--- config.mk ---
export PLATFORM = sky130hd
export DESIGN_NAME = rf_write_ctrl
export DESIGN_NICKNAME = d
export VERILOG_FILES = /design/src/rtl/rf_pkg.sv /design/src/rtl/rf_write_ctrl_wb_fifo.sv /design/src/rtl/rf_write_ctrl.sv
export SDC_FILE = /design/constraint.sdc
export NUM_CORES = 1
export LEC_CHECK = 0
export ABC_AREA = 1
export CORE_MARGIN = 2
export CORE_UTILIZATION = 45
export DETAILED_ROUTE_END_ITERATION = 10
export GPL_TIMING_DRIVEN = 0
export PLACE_DENSITY_LB_ADDON = 0.1
export REMOVE_ABC_BUFFERS = 1
export SLEW_MARGIN = 15
export SYNTH_ARGS = -nofsm -noshare
export SYNTH_HDL_FRONTEND = slang
export SYNTH_HIERARCHICAL = 1
export SYNTH_SLANG_ARGS = --single-unit
--- constraint.sdc ---
create_clock -name clk -period 3.4 [get_ports clk]
set_input_delay 0.68 -clock clk [delete_from_list [all_inputs] [get_ports clk]]
set_output_delay 0.68 -clock clk [all_outputs]
set_load 0.02 [all_outputs]
--- src/rtl/rf_pkg.sv ---
// Shared types and constants for the register-file write controller.
// wb_entry_t is one queued writeback: target address, data byte and the
// addressing mode (func = 1 addressed write, func = 0 write to ACC_REG).
package rf_pkg;

    localparam int RF_RAW  = 4;
    localparam int ACC_REG = 1;
    localparam int DATA_W  = 8;

    typedef struct packed {
        logic [RF_RAW-1:0] addr;
        logic [DATA_W-1:0] data;
        logic              func;
    } wb_entry_t;

    // Register actually written by an entry: its own address, or the
    // accumulator register when the entry is an implicit-target write.
    function automatic logic [RF_RAW-1:0] eff_target(input wb_entry_t e);
        return e.func ? e.addr : RF_RAW'(ACC_REG);
    endfunction

endpackage

--- src/rtl/rf_write_ctrl_wb_fifo.sv ---
// wb_fifo: writeback queue storage for rf_write_ctrl.
// DEPTH entries of wb_entry_t, two push slots per cycle (slot 0 is the
// older of the two), one pop per cycle. Pointers wrap modulo DEPTH, which
// must be a power of two. The caller guarantees no overflow/underflow.
module wb_fifo
    import rf_pkg::*;
#(
    parameter int DEPTH = 4,
    localparam int PTR_W = $clog2(DEPTH),
    localparam int CNT_W = PTR_W + 1
) (
    input  logic                    clk,
    input  logic                    reset,
    input  logic                    push0_en,
    input  wb_entry_t               push0_entry,
    input  logic                    push1_en,
    input  wb_entry_t               push1_entry,
    input  logic                    pop_en,
    output wb_entry_t [DEPTH-1:0]   mem_o,
    output logic [PTR_W-1:0]        rd_ptr_o,
    output logic [CNT_W-1:0]        count_o
);

    wb_entry_t [DEPTH-1:0] mem_q;
    logic [PTR_W-1:0]      rd_ptr_q;
    logic [PTR_W-1:0]      wr_ptr_q;
    logic [CNT_W-1:0]      count_q;
    logic [PTR_W-1:0]      wr_ptr_slot1;

    // Slot 1 lands right after slot 0 when both push, otherwise at the tail.
    assign wr_ptr_slot1 = wr_ptr_q + PTR_W'(push0_en);

    // Storage, pointers and occupancy; reset wins over any push or pop.
    always_ff @(posedge clk) begin
        if (reset) begin
            mem_q    <= '0;
            rd_ptr_q <= '0;
            wr_ptr_q <= '0;
            count_q  <= '0;
        end else begin
            if (push0_en) begin
                mem_q[wr_ptr_q] <= push0_entry;
            end
            if (push1_en) begin
                mem_q[wr_ptr_slot1] <= push1_entry;
            end
            wr_ptr_q <= wr_ptr_q + PTR_W'(push0_en) + PTR_W'(push1_en);
            if (pop_en) begin
                rd_ptr_q <= rd_ptr_q + PTR_W'(1);
            end
            count_q <= count_q + CNT_W'(push0_en) + CNT_W'(push1_en) - CNT_W'(pop_en);
        end
    end

    assign mem_o    = mem_q;
    assign rd_ptr_o = rd_ptr_q;
    assign count_o  = count_q;

endmodule

--- src/rtl/rf_write_ctrl.sv ---
// rf_write_ctrl: merges ALU and load writeback requests into one queue and
// drains it into the register file at one write per cycle (stalled by
// hold_i). Also reports whether a queued write targets the register decode
// is reading.
// Optional feature: define RF_WRITE_CTRL_FWD_EN to build forwarding of the
// youngest matching queued data on fwd_data_o; otherwise fwd_data_o is 0.
// Queue entries carry RF_RAW-bit addresses; raw is expected to match RF_RAW.
module rf_write_ctrl
    import rf_pkg::*;
#(
    parameter int raw   = RF_RAW,
    parameter int DEPTH = 4,
    localparam int PTR_W = $clog2(DEPTH),
    localparam int CNT_W = PTR_W + 1
) (
    input  logic             clk,
    input  logic             reset,
    input  logic             alu_valid_i,
    output logic             alu_ready_o,
    input  logic [raw-1:0]   alu_addr_i,
    input  logic [7:0]       alu_data_i,
    input  logic             alu_func_i,
    input  logic             mem_valid_i,
    output logic             mem_ready_o,
    input  logic [raw-1:0]   mem_addr_i,
    input  logic [7:0]       mem_data_i,
    input  logic             mem_func_i,
    input  logic             hold_i,
    output logic             wen_o,
    output logic [raw-1:0]   rt_addr_o,
    output logic [7:0]       write_data_o,
    output logic             func_o,
    input  logic [raw-1:0]   chk_addr_i,
    output logic             chk_hit_o,
    output logic [7:0]       fwd_data_o,
    output logic [CNT_W-1:0] pending_o
);

    wb_entry_t [DEPTH-1:0] q_mem;
    logic [PTR_W-1:0]      q_rd_ptr;
    logic [CNT_W-1:0]      q_count;

    wb_entry_t             alu_entry;
    wb_entry_t             mem_entry;
    wb_entry_t             push0_entry;
    wb_entry_t             push1_entry;
    wb_entry_t             head;
    logic                  alu_acc;
    logic                  mem_acc;
    logic                  push0_en;
    logic                  push1_en;
    logic                  q_empty;
    logic [RF_RAW-1:0]     chk_tgt;
    logic [PTR_W-1:0]      hit_idx;

    assign alu_entry = '{addr: RF_RAW'(alu_addr_i), data: alu_data_i, func: alu_func_i};
    assign mem_entry = '{addr: RF_RAW'(mem_addr_i), data: mem_data_i, func: mem_func_i};
    assign q_empty   = (q_count == '0);
    assign chk_tgt   = RF_RAW'(chk_addr_i);

    // Ready from pre-pop occupancy; the load path keeps the last free slot.
    always_comb begin
        alu_ready_o = (q_count <= CNT_W'(DEPTH - 2));
        mem_ready_o = (q_count <= CNT_W'(DEPTH - 1));
        alu_acc     = alu_valid_i && alu_ready_o;
        mem_acc     = mem_valid_i && mem_ready_o;
    end

    // Push slot mapping: a load request is always queued ahead of an ALU one.
    always_comb begin
        push0_en    = mem_acc || alu_acc;
        push0_entry = mem_acc ? mem_entry : alu_entry;
        push1_en    = mem_acc && alu_acc;
        push1_entry = alu_entry;
    end

    wb_fifo #(
        .DEPTH (DEPTH)
    ) u_wb_fifo (
        .clk         (clk),
        .reset       (reset),
        .push0_en    (push0_en),
        .push0_entry (push0_entry),
        .push1_en    (push1_en),
        .push1_entry (push1_entry),
        .pop_en      (wen_o),
        .mem_o       (q_mem),
        .rd_ptr_o    (q_rd_ptr),
        .count_o     (q_count)
    );

    // Drain side: present the head entry, zeroed while the queue is empty.
    always_comb begin
        wen_o        = !q_empty && !hold_i;
        head         = q_empty ? '0 : q_mem[q_rd_ptr];
        rt_addr_o    = raw'(head.addr);
        write_data_o = head.data;
        func_o       = head.func;
    end

    assign pending_o = q_count;

    // Hazard detect: any live entry whose effective target is the checked register.
    always_comb begin
        chk_hit_o = 1'b0;
        hit_idx   = '0;
        for (int i = 0; i < DEPTH; i++) begin
            hit_idx = q_rd_ptr + PTR_W'(i);
            if ((CNT_W'(i) < q_count) && (eff_target(q_mem[hit_idx]) == chk_tgt)) begin
                chk_hit_o = 1'b1;
            end
        end
    end

`ifdef RF_WRITE_CTRL_FWD_EN
    logic [PTR_W-1:0] fwd_idx;

    // Forwarding: scan oldest to youngest so the youngest match is kept.
    always_comb begin
        fwd_data_o = '0;
        fwd_idx    = '0;
        for (int i = 0; i < DEPTH; i++) begin
            fwd_idx = q_rd_ptr + PTR_W'(i);
            if ((CNT_W'(i) < q_count) && (eff_target(q_mem[fwd_idx]) == chk_tgt)) begin
                fwd_data_o = q_mem[fwd_idx].data;
            end
        end
    end
`else
    assign fwd_data_o = '0;
`endif

endmodule

== Word level (Yosys, flattened, before mapping) ==
Index checks and enable logic that the tools add are counted.

* Equal/unequal tests: 4
* Muxes and demuxes: 27
* Reductions and logical operators: 14
* Magnitude comparators: 14
* Add/sub/neg operators: 8

{| class="wikitable"
|+ Operator list
! cell !! number
|-
| $mux W52 || 3
|-
| $bmux W13 S2 || 4
|-
| $bwmux W52 || 2
|-
| $mux W13 || 8
|-
| $demux W13 S2 || 2
|-
| $lt A2 B3 Y1 const B || 6
|-
| $eq A4 B4 Y1 || 4
|-
| $mux W4 || 4
|-
| $logic_and A1 B1 Y1 || 10
|-
| $add A3 B1 Y3 || 2
|-
| $le A3 B2 Y1 const B || 2
|-
| $lt A1 B3 Y1 const A || 2
|-
| $lt A2 B3 Y1 const A || 2
|-
| $add A2 B1 Y2 || 2
|-
| $add A2 B2 Y2 const B || 2
|-
| $ge A2 B1 Y1 const B || 2
|-
| $mux W1 || 4
|-
| $logic_not A3 Y1 || 1
|-
| $sub A3 B1 Y3 || 1
|-
| $add A2 B1 Y2 const B || 1
|-
| $logic_not A1 Y1 || 2
|-
| $logic_or A1 B1 Y1 || 1
|}

* Input bits: 35
* Word-level logic and storage cells: 82
* Flip-flop bits (word level): 59
* Output and inout bits: 28

== Logic depth before layout (Yosys ltp) ==
* Depth in word-level cells: 10
* Gate-level depth with buffers: 14
* Mapped depth without buffers: 13

== Hierarchy ==
The synthesis kept the hierarchy.

{| class="wikitable"
|+ Modules (own cells, without submodules)
! module !! area an instance (sq um) !! cells each !! seq. area each (sq um) !! times used
|-
| wb_fifo || 3382.0 || 524 || 1181.1 || 1
|-
| rf_write_ctrl || 1442.6 || 305 || 0.0 || 1
|}

== Least setup slack after synthesis ==
No wires, ideal clock.

* Path kind: register to register
* From: reg u_wb_fifo.count_q[2], in the netlist u_wb_fifo/count_o[2]
* To: reg u_wb_fifo.count_q[2], in the netlist u_wb_fifo/count_o[2]
* Library setup time: 70 ps
* Stages on the path, launching flop included: 13
* Path buffers: 1
* Clock period less this slack: 2768 ps
* Required time: 3330 ps
* Arrival time: 2698 ps
* Path slack: 632 ps
* Path through: dfxtp_1 inv_1 nand2_1 buf_2 nor2_1 inv_2 ha_1 inv_1 fa_1 fa_1 inv_1 nand2_1 a21oi_1

* Elaborated cells between the ends (all ways): 12
* Classes of those cells: add/sub: 3; order compare: 2; reduce/logical: 7

{| class="wikitable"
|+ RTL lines
! element !! RTL line !! RTL
|-
| start, declared || rf_write_ctrl_wb_fifo.sv:27 || <nowiki>logic [CNT_W-1:0] count_q;</nowiki>
|-
| start signal, assigned || rf_write_ctrl_wb_fifo.sv:51 || <nowiki>count_q <= count_q + CNT_W'(push0_en) + CNT_W'(push1_en) - CNT_W'(pop_en);</nowiki>
|-
| $le A3 B2 Y1 || rf_write_ctrl.sv:64 || <nowiki>mem_ready_o = (q_count <= CNT_W'(DEPTH - 1));</nowiki>
|-
| net mem_ready_o || rf_write_ctrl.sv:24 || <nowiki>output logic mem_ready_o,</nowiki>
|-
| $logic_and A1 B1 Y1 || rf_write_ctrl.sv:66 || <nowiki>mem_acc = mem_valid_i && mem_ready_o;</nowiki>
|-
| $logic_and A1 B1 Y1 || rf_write_ctrl.sv:73 || <nowiki>push1_en = mem_acc && alu_acc;</nowiki>
|-
| net push1_en || rf_write_ctrl.sv:51 || <nowiki>logic push1_en;</nowiki>
|-
| $add A3 B1 Y3 || rf_write_ctrl_wb_fifo.sv:51 ||
|-
| $sub A3 B1 Y3 || rf_write_ctrl_wb_fifo.sv:51 ||
|}

The timed path passes the listed nets, and every way through them passes these cells.
A chain may end at the register's enable or synchronous reset.

== Worst setup path in the final report ==
* From: reg u_wb_fifo.rd_ptr_q[1], in the netlist u_wb_fifo/rd_ptr_o[1]
* To: out chk_hit_o

* Word-level cells in the longest chain between the ends: 9
* Elaborated cells between the ends (all ways): 27
* Classes of those cells: add/sub: 3; eq/ne: 4; mux: 16; reduce/logical: 4

{| class="wikitable"
|+ RTL lines
! element !! RTL line !! RTL
|-
| start, declared || rf_write_ctrl_wb_fifo.sv:25 || <nowiki>logic [PTR_W-1:0] rd_ptr_q;</nowiki>
|-
| start signal, assigned || rf_write_ctrl_wb_fifo.sv:49 || <nowiki>rd_ptr_q <= rd_ptr_q + PTR_W'(1);</nowiki>
|-
| $add A2 B1 Y2 or $bmux W13 S2 (tied branches) || rf_write_ctrl.sv:108, rf_write_ctrl.sv:109 ||
|-
| $bmux W13 S2 or $mux W13 (tied branches) || rf_write_ctrl.sv:109 || <nowiki>if ((CNT_W'(i) < q_count) && (eff_target(q_mem[hit_idx]) == chk_tgt)) begin</nowiki>
|-
| $mux W13 (not written as such) or $mux W4 (tied branches) || rf_write_ctrl.sv:109, rf_pkg.sv:19 ||
|-
| $mux W4 or $eq A4 B4 Y1 (tied branches) || rf_pkg.sv:19, rf_write_ctrl.sv:109 ||
|-
| $eq A4 B4 Y1 or $logic_and A1 B1 Y1 (tied branches) || rf_write_ctrl.sv:109 ||
|-
| $logic_and A1 B1 Y1 or $mux W1 (tied branches) || rf_write_ctrl.sv:109 ||
|-
| $mux W1 (2 in a row) || rf_write_ctrl.sv:109 ||
|-
| $mux W1 * || rf_write_ctrl.sv:109 ||
|-
| end, declared || rf_write_ctrl.sv:34 || <nowiki>output logic chk_hit_o,</nowiki>
|}

Every way passes the cells marked *; elsewhere a longest branch is shown, timed or not. The select of a mux whose other input is x is not followed.

==> flow_metrics.py <==
metrics = {
    "place": {
        "io_buffers": 54,
        "placed_area_um2": 5210,
        "gp_congestion": 0.890,
        "detailed_place_hpwl_um": 9030,
    },
    "worst_setup_path": {
        "crit_fanout": 18,
        "crit_type": "flop to output port",
        "r2r_slack_ns": 0.48,
        "worstSetupStartpointType": "flop",
        "required_ns": 2.72,
        "endpoint_kind": "output port",
        "arrival_ns": 2.57,
    },
    "cts": {
        "cts_hold_buf": 0,
        "cts_max_path_buffers": 2,
        "clock_sinks": 59,
        "cts_buffers": 9,
        "cts_tree": "yes",
        "clk_pin_slew_ns": 0.07,
        "cts_root_buffer": "clkbuf_8",
        "htreeDepth": 3,
        "clk_latency_ns": 0.34,
    },
    "die": {
        "die_area_um2": 11600,
        "io_pins": 63,
        "rows": 37,
        "die_height_um": 108,
        "dieWidth_um": 108,
        "core_um2": 10400,
        "start_util_pct": 46.5,
    },
    "routing": {
        "drc_errors": 0,
        "drtPass1Iterations": 5,
        "wirelength_um": 14900,
        "vias": 5350,
        "via_per_inst": 5.40,
        "ant_nets": 0,
        "drt_iter0_drc": 418,
        "wl_per_cell_um": 15.0,
    },
    "synth": {
        "ys_seq_area_share_pct": 24.5,
        "synth_seq_cells": 59,
        "yosys_warnings": 6,
        "syn_avg_cell_area_um2": 5.82,
        "synthCells": 829,
        "netlist.area_leader.share_pct": 24.5,
        "yosys-top-cells-area": "dfxtp_1 24%, nand2_1 23%, nand3_1 11%, nor2_1 9.8%, nand4_1 5.2%",
        "yosys.area.top_type": "dfxtp_1",
        "synth_cell_types": 30,
        "syn_area_um2": 4820,
    },
    "sta": {
        "min_period_ns": 3.25,
        "fin_crit_sh_pct": 95.4,
        "fin_worst_skew_ns": 0.00938,
        "rsz0062_at_grt": "false",
        "tightest_slew_ns": 0.986,
        "fmax_ghz": 0.308,
        "drv_slew": 0,
        "setup_viol": 0,
        "fin_setup_tns_ns": 0,
        "hold_viol_final": 0,
        "timing.slew.headroom_pct": 34.2,
    },
    "global_route": {
        "grt_max_degree": 55,
        "grt_overflow_total": 0,
        "antenna_found_initial": 0,
        "grtUsageTotal_pct": 26.4,
        "grt_pass1_vias": 4994,
        "grt_pass1_wl_um": 24400,
    },
    "cells_and_area": {
        "nets": 890,
        "drive_gt1_share_pct": 7.96,
        "fillers": 1089,
        "diodes": 0,
        "register_area_um2": 1190,
        "area_growth_pct": 13.5,
        "multi_input_area_um2": 3050,
        "postLayoutCoreUtil_pct": 52.8,
        "final_area_um2": 5480,
    },
    "power_and_ir_drop": {
        "power_mw": 4.23,
        "irDropWorstVdd_mv": 0.356,
        "power_density_nw_per_um2": 773,
        "power.leakage_nw": 2.62,
    },
    "job": {
        "drv_cap": 0,
    },
    "outcome": {
        "status": "finished clean",
    },
    "hold_path": {
        "min_path_type": "flop to flop",
    },
}
==> power by group <==
| group | switching, mW | internal, mW |
|---|---|---|
| clock network | 0.285 | 0.277 |
| registers | 0.245 | 0.908 |
| logic | 1.69 | 0.830 |
==> final timing paths <==
kind,startpoint,endpoint,depth (start not counted)
min reg2reg,u_wb_fifo/mem_o[3]$_SDFF_PP0_,u_wb_fifo/mem_o[3]$_SDFF_PP0_,4
max reg2reg,u_wb_fifo/count_o[2]$_SDFF_PP0_,u_wb_fifo/mem_o[29]$_SDFF_PP0_,9
min,u_wb_fifo/mem_o[3]$_SDFF_PP0_,u_wb_fifo/mem_o[3]$_SDFF_PP0_,4
max,u_wb_fifo/rd_ptr_o[1]$_SDFFE_PP0P_,chk_hit_o,12
==> through the flow <==
| step | setup slack (ns) | hold WS [ns] | std cells |
|---|---|---|---|
| finish | 0.155 | 0.556 | 990 |
| global route | 0.00334 | 0.604 | 990 |
| CTS | 0.0339 | 0.558 | 985 |
| detailed placement | -0.342 | 0.541 | 969 |
| global placement | -1.54 | 0.530 | 968 |
| floorplan | 0.0491 | 0.520 | 778 |
==> synth_stat cells (all sizes together) <==
| library cell | number |
|---|---|
| nand2 | 300 |
| nor2 | 131 |
| nand3 | 110 |
| inv | 69 |
| dfxtp | 59 |
| buf | 50 |
| nand4 | 40 |
| o21ai | 17 |
| mux2 | 13 |
| a22oi | 8 |
| a31oi | 8 |
| clkbuf | 8 |
| a21oi | 6 |
| ha | 3 |
| fa | 2 |
| xor2 | 2 |
| conb | 1 |
| or2 | 1 |
| xnor2 | 1 |
==> metal layers <==
| layer | routed length (µm) | vias up | global-route usage (%) |
|---|---|---|---|
| met3 | 1100 | 26 | 3.69 |
| met5 | 0 | - | 0 |
| met4 | 210 | 0 | 9.16 |
| met2 | 7070 | 249 | 45.5 |
| li1 | - | 2675 | - |
| met1 | 6510 | 2400 | 33.7 |
==> kinds of logic after synthesis <==
group                    after synthesis  synth area share (%)
AND/OR/NAND/NOR                      582                  52.3
flip-flops                            59                  24.5
AO/OA/AOI/OAI                         39                  4.67
other                                  1                0.0777
buffers and inverters                127                  13.3
multiplexers                          13                  3.03
XOR/XNOR                               3                 0.545
adder cells (fa/ha/maj)                5                  1.61
==> repair_timing <==
action / in CTS / in global routing
hold endpoints to repair: 0 / 0
resized for setup: 9 / 3
buffers inserted: 1 / 5
setup endpoints to repair: 11 / 1
==> cells in the final DEF (no fill, tap or decap), types with 10 or more instances in the layout <==
master           synthesis  routed
clkbuf_8                 0      10
clkdlybuf4s50_1          0      54
dfxtp_1                 59      57
inv_1                   59      59
mux2_2                  13      13
nand2_1                292     288
nand3_1                107     107
nand4_1                 40      40
nor2_1                 126     124
o21ai_0                 15      15
==> registers in the layout (all words and copies together), names as in the netlist <==
register / count
u_wb_fifo/count_o: 3
u_wb_fifo/mem_o: 52
u_wb_fifo/wr_ptr_q: 2
u_wb_fifo/rd_ptr_o: 2
==> area by class of cell <==
cell class / instances / area share [%]
clock buffers: 12 / 2.65
clock inverters: 3 / 0.274
inverters: 69 / 5.09
multi-input cells: 650 / 55.7
flip-flops and latches: 59 / 21.7
well taps: 136 / 3.11
repair buffers: 61 / 11.5
==> critical path: stages, from the launching register on <==
cell and delay, ns:
dfxtp_4 0.43, inv_4 0.15, nand2_1 0.14, nand2_4 0.15
nand2_1 0.08, nand2_2 0.15, nand2_1 0.07, a21oi_1 0.17
nand3_1 0.10, nor2_1 0.09, nor2_1 0.05, nand2_1 0.05
clkdlybuf4s50_1 0.59
(Power assumes the default switching activity.)
